===== config.mk =====
export PLATFORM = sky130hd
export DESIGN_NAME = register_writeback_queue
export DESIGN_NICKNAME = d
export VERILOG_FILES = /design/src/rtl/register_writeback_queue.sv
export SDC_FILE = /design/constraint.sdc
export NUM_CORES = 1
export LEC_CHECK = 0
export CORE_MARGIN = 1
export CORE_UTILIZATION = 48
export CTS_CLUSTER_DIAMETER = 150
export DETAILED_ROUTE_END_ITERATION = 12
export GPL_ROUTABILITY_DRIVEN = 0
export HOLD_SLACK_MARGIN = 0.1
export PLACE_DENSITY = 0.76
export SETUP_SLACK_MARGIN = 0.2
export SLEW_MARGIN = 25
export SYNTH_ARGS = -nofsm -noshare
export SYNTH_HDL_FRONTEND = slang
export SYNTH_SLANG_ARGS = --single-unit

===== constraint.sdc =====
create_clock -name clk -period 2.55 [get_ports clk]
set_input_delay 0.51 -clock clk [delete_from_list [all_inputs] [get_ports clk]]
set_output_delay 0.51 -clock clk [all_outputs]
set_load 0.05 [all_outputs]

===== src/rtl/register_writeback_queue.sv =====
// register_writeback_queue: FIFO of ALU/memory register writes that drains one entry per cycle into the register file and flags registers with pending writes.
module register_writeback_queue #(
  parameter int ADDRESS_WIDTH = 2,
  parameter int DATA_WIDTH = 8,
  parameter int DEPTH = 4
) (
  input  logic clk,
  input  logic reset,
  input  logic mem_valid,
  input  logic [ADDRESS_WIDTH-1:0] mem_address,
  input  logic [DATA_WIDTH-1:0] mem_data,
  output logic mem_ready,
  input  logic alu_valid,
  input  logic [ADDRESS_WIDTH-1:0] alu_address,
  input  logic [DATA_WIDTH-1:0] alu_data,
  output logic alu_ready,
  input  logic write_stall,
  output logic general_register_write_enable,
  output logic [ADDRESS_WIDTH-1:0] address_3,
  output logic [DATA_WIDTH-1:0] general_register_write_data,
  output logic [2**ADDRESS_WIDTH-1:0] pending,
  output logic full,
  output logic empty
);
  localparam int PW = $clog2(DEPTH);
  localparam int CW = $clog2(DEPTH + 1);
  localparam int NR = 2**ADDRESS_WIDTH;
  logic [ADDRESS_WIDTH-1:0] addr_q [DEPTH];
  logic [DATA_WIDTH-1:0] data_q [DEPTH];
  logic [PW-1:0] wr_q, rd_q;
  logic [CW-1:0] count_q, count_d;
  logic [CW-1:0] cnt_q [NR];
  logic [ADDRESS_WIDTH-1:0] in_addr, head_addr;
  logic [DATA_WIDTH-1:0] in_data;
  logic push, pop;
  assign full = count_q == CW'(DEPTH);
  assign empty = count_q == '0;
  assign mem_ready = !full;
  assign alu_ready = !full && !mem_valid;
  assign in_addr = mem_valid ? mem_address : alu_address;
  assign in_data = mem_valid ? mem_data : alu_data;
  // r0 writes complete the handshake but are never stored
  assign push = (mem_valid || alu_valid) && !full && in_addr != '0;
  assign pop = !empty && !write_stall;
  assign head_addr = addr_q[rd_q];
  assign general_register_write_enable = pop;
  assign address_3 = empty ? '0 : head_addr;
  assign general_register_write_data = empty ? '0 : data_q[rd_q];
  assign count_d = count_q + CW'(push) - CW'(pop);
  assign pending[0] = 1'b0;
  for (genvar r = 1; r < NR; r++) begin : g_pend
    assign pending[r] = cnt_q[r] != '0;
  end
  always_ff @(posedge clk) begin
    if (reset) begin
      wr_q <= '0;
      rd_q <= '0;
      count_q <= '0;
      for (int i = 0; i < NR; i++) cnt_q[i] <= '0;
    end else begin
      if (push) begin
        addr_q[wr_q] <= in_addr;
        data_q[wr_q] <= in_data;
        wr_q <= wr_q + 1'b1;
      end
      if (pop) rd_q <= rd_q + 1'b1;
      count_q <= count_d;
      for (int i = 0; i < NR; i++)
        cnt_q[i] <= cnt_q[i] + CW'(push && in_addr == ADDRESS_WIDTH'(i))
                             - CW'(pop && head_addr == ADDRESS_WIDTH'(i));
    end
  end
endmodule


# ---- After elaboration in Yosys (flattened, before gate mapping)
# Memory sizes are Yosys's and may differ from the RTL's. A register that Yosys moved wholly into a read port is not among the register bits.
# Cells that the tools add are included.
dict set report totals {
  output_inout_bits 19
  mem_bits_rw 52
  latch_bits 0
  memories 3
  romBits 0
  input_bits 25
  reg_bits 7
}
dict set report op_classes {
  bitwise 4
  mul 0
  magnitude_cmp 0
  n_reduce_logical 24
  addsub 12
  muxes 18
  n_div 0
  shift 0
  n_eq_ne 7
}
# memory words word_bits read_ports rd_clocked_by_memory_dff write_ports line
set mem_list {}
lappend mem_list {data_q 4 8 1 1 1 29} ;# logic [DATA_WIDTH-1:0] data_q [DEPTH];
lappend mem_list {cnt_q 4 3 4 0 4 32} ;# logic [CW-1:0] cnt_q [NR];
lappend mem_list {addr_q 4 2 1 1 1 28} ;# logic [ADDRESS_WIDTH-1:0] addr_q [DEPTH];
# operator n
set ops {}
lappend ops {{$mux 8} 2}
lappend ops {{$add 3x1->3} 5}
lappend ops {{$sub 3x1->3} 5}
lappend ops {{$logic_and 1x1->1} 12}
lappend ops {{$mux 2} 6}
lappend ops {{$mux 3} 4}
lappend ops {{$reduce_bool 3->1} 3}
lappend ops {{$eq 2x2->1 const B} 4}
lappend ops {{$mux 1} 6}
lappend ops {{$add 2x1->2 const B} 2}
lappend ops {{$eq 2x1->1 const B} 2}
lappend ops {{$logic_not 1->1} 4}
lappend ops {{$logic_not 2->1} 2}
lappend ops {{$or 1x1->1} 4}
lappend ops {{$eq 3x3->1 const B} 1}
lappend ops {{$logic_not 3->1} 1}
lappend ops {{$reduce_bool 2->1} 1}
lappend ops {{$logic_or 1x1->1} 1}

# ---- Logic depth before layout (Yosys ltp)
dict set report logic_depth {
  ltp_word 8
  depth_mapped 12
  mapped_depth_nobuf 12
}

# ---- Worst setup path after synthesis
# Ideal clock, no wire load.
dict set report synth_timing {
  kind {input to register}
  from {input port write_stall}
  to {memory cnt_q[3][2] (netlist bit)}
  setup_ns 0.128
  arrival_time_ns 2.636
  cell_stages 9
  slack_ns -0.214
  n_path_buf 0
  cell_sequence {nor2_1 -> and3_1 -> ha_1 -> inv_1 -> ha_1 -> fa_1 -> xnor2_1 -> xnor2_1 -> nor2_1}
}
# element line
set synth_lines {}
lappend synth_lines {{from (decl)} 17} ;# input logic write_stall,
lappend synth_lines {{to (decl)} 32}

==> out/results.txt <==
status: finished, final reports clean
IO buf count: 42
wire length of the first global-routing pass: 8.06 mm
flip-flop and latch count after synthesis: 58
commonest non-fill, non-tap cells in the layout: 41 x sky130_fd_sc_hd__buf_4, 40 x sky130_fd_sc_hd__edfxtp_1, 20 x sky130_fd_sc_hd__clkdlybuf4s50_1
worst-path maximum fanout: 3
standard-cell rows: 26
Min-Delay Startpoint: wr_q[1]
total wire length: 5.05 mm
Max rail drop VDD: 0.729 mV
Worst Hold Class: reg -> reg
count of synthesis-stage warnings from yosys: 0
sequential area share after synthesis: 58.2%
part of the total power dissipated in sequential elements: 32.6%
worst rel slew slack: 65.2%
post-layout total power: 3.89 mW
cell area after synthesis: 0.00269 mm2
Critical Path Sink Type: flop
final cycle utilization of the critical path: 96.2%
commonest non-fill, non-tap cell in the layout: sky130_fd_sc_hd__buf_4
area share of the leading cell type in the synthesized netlist: 44.7%
chip height: 76.8 um
hold-critical path depth: 2
switching part of the total power: 38.7%
post-route cell area: 0.00370 mm2
gate count of the mapped netlist: 184
post-cts hold buffer count: 0
total clock buffers created by CTS: 9
final hold viol count: 0
Clk pwr share: 18.3%
Highest Clock Rate: 0.408 GHz
cell chosen for the clock root: sky130_fd_sc_hd__clkbuf_8
unrepaired setup endpoints after global routing: true
source-to-sink clock delay at the later pin of the worst-skew pair: 0.33 ns
overall overflow remaining after global route: 0
Synth-to-Final Area Change: 37.8%
nets: 303
number of remaining DRC errors: 0
vias in the first global route: 1686
cell type with the highest aggregate area in the netlist: sky130_fd_sc_hd__edfxtp_1
layout cell share with drive strength beyond 1: 39.3%
static leakage power: 1.49 nW
max_cap viols: 0
Placeable Area: 0.00524 mm2
number of iterations in the first detailed-routing pass: 4
number of setup violations in the final report: 0
depth of the most critical reg-to-reg path: 10
detailed-route wire length per cell: 15.0 um
number of H-tree levels: 3
capture point of the worst reg-to-reg path: cnt_q[1][2]
number of diodes: 0
Post-Synthesis Net Count: 225
HPWL after detailed placement: 3.66 mm
cell internal pwr: 2.38 mW
reported net switching power: 1.50 mW
floorplan die area: 0.00590 mm2
number of enable-type register cells in the synthesized netlist: 40
crit path kind: reg -> reg
GRT Util Overall: 18.7%
iteration-0 DRC count of the detailed router: 78
count of nets left with antenna violations after detail routing: 0
CP startpoint kind: flop
number of sinks on the clock net: 58
clock tree from TritonCTS: built
mean post-synth cell area: 14.6 um2
setup slack, reg-to-reg: 0.1 ns
Horiz. Die Dim: 76.8 um
top_reg_cell synth: sky130_fd_sc_hd__edfxtp_1
Setup Skew: 0.00816 ns
library cells used by synthesis: 32
minimum clock period after layout: 2.45 ns
pin count of the biggest net entering global routing: 11
clock buffer depth: 2
required time of the critical path: 2.78 ns
WP data arrival: 2.68 ns
initial antenna violation count: 0
logic gate share of total power: 49.2%
top-level I/O count: 44
Hold EP: wr_q[1]
dominant cells by area after synthesis: sky130_fd_sc_hd__edfxtp_1 45%, sky130_fd_sc_hd__dfxtp_1 13%, sky130_fd_sc_hd__mux4_2 8.4%
fraction of registers with async set/reset: 0%
final number of max-transition violations: 0
vias after detailed routing: 1657
vias per cell: 4.92
clock input transition at the sequential cells of the worst setup and hold paths: 0.06 ns
starting density of the core: 51.3%
slew at the pin closest to its max-slew limit: 0.520 ns
PD cells: 1050 mW/mm2
standard cell area after detailed placement: 0.00342 mm2
## area by class of cell
cell class / count / area, um2
clock buffers: 12 / 145
clock inverters: 4 / 20.0
fillers: 353 / 1540
inverters: 18 / 67.6
multi-input cells: 101 / 1130
flip-flops and latches: 58 / 1570
well taps: 70 / 87.6
repair buffers: 74 / 684
## critical path, stage by stage (launching register included)
cell and delay (ns):
sky130_fd_sc_hd__dfxtp_4 0.36, sky130_fd_sc_hd__mux4_2 0.56, sky130_fd_sc_hd__nor4b_4 0.22, sky130_fd_sc_hd__ha_1 0.27
sky130_fd_sc_hd__inv_1 0.06, sky130_fd_sc_hd__ha_1 0.13, sky130_fd_sc_hd__inv_1 0.05, sky130_fd_sc_hd__fa_2 0.35
sky130_fd_sc_hd__xor2_2 0.15, sky130_fd_sc_hd__xnor2_1 0.14, sky130_fd_sc_hd__nor2_1 0.06
## stage by stage
step,TNS [ns],cells,setup WS [ns],hold slack [ns],utilization (%)
after detailed placement,-1.29,318,-0.272,0.506,65.2
after floorplan,0,184,0.0579,0.478,-
after CTS,0,337,0.0714,0.527,69.3
after global routing,0,337,0.0156,0.563,70.6
final,0,337,0.0974,0.523,70.6
after global placement,-1.02,318,-0.216,0.496,65.2
## power by group through the flow
stage                     Sequential, mW  Combinational [mW]  Clock, mW
after global placement              1.27                1.78          0
after global routing                1.28                2.05      0.780
after CTS                           1.26                1.87      0.737
final                               1.27                1.91      0.710
after floorplan                     1.24                1.26          0
after detailed placement            1.28                1.80          0
## how the worst max path moves through the flow
stage	cells after the start	to	slack [ns]	from
after floorplan	10	cnt_q[3][2]	0.06	flop
final	10	cnt_q[1][2]	0.1	flop
after global routing	9	cnt_q[3][2]	0.02	flop
after global placement	11	cnt_q[1][2]	-0.22	mem_valid
after CTS	10	cnt_q[1][2]	0.07	flop
after detailed placement	11	cnt_q[1][2]	-0.27	mem_valid
## per-layer routing
layer  global-route usage, %  share of wire (%)  up-vias
met4                    8.85                1.4        0
met5                       0                  0        -
met2                    30.4                 50       39
met1                    23.0                 44      810
li1                        -                  -      801
met3                    5.36                4.5        7
## repair_timing
action	CTS	global route
gates resized for setup	7	17
setup buffers	3	0
pin swaps	3	10
setup endpoints to repair	6	13
## Yosys cell counts (2+ instances only)
cell type                  instances
sky130_fd_sc_hd__dfxtp_1          18
sky130_fd_sc_hd__xnor2_1           7
sky130_fd_sc_hd__mux2i_1           3
sky130_fd_sc_hd__fa_1              4
sky130_fd_sc_hd__nand2b_1          2
sky130_fd_sc_hd__nor2b_1          15
sky130_fd_sc_hd__ha_1             12
sky130_fd_sc_hd__nor3_1            5
sky130_fd_sc_hd__mux2_2            8
sky130_fd_sc_hd__edfxtp_1         40
sky130_fd_sc_hd__xor2_1            3
sky130_fd_sc_hd__buf_2             2
sky130_fd_sc_hd__inv_1            17
sky130_fd_sc_hd__nor3b_2           4
sky130_fd_sc_hd__nor2_1           16
sky130_fd_sc_hd__or3_1             3
sky130_fd_sc_hd__mux4_2           10
## sequential cells by signal, summed over array words and instances (netlist names), named ones only
register	cells
rd_q	2
count_q	3
cnt_q	9
wr_q	2
data_q	32
addr_q	8
## cell families after synthesis
| kind of cell | count (synthesis) | share of synthesized area (%) |
|---|---|---|
| AOI/OAI and AO/OA | 2 | 1.07 |
| xor gates and xnor gates | 10 | 3.26 |
| adders and majority gates | 16 | 8.57 |
| buffers and inverters | 25 | 4.05 |
| DFF | 58 | 58.2 |
| muxes | 22 | 13.4 |
| other | 1 | 0.140 |
| and+or+nand+nor | 50 | 11.3 |
No activity file was read; power rests on OpenSTA's default activity.
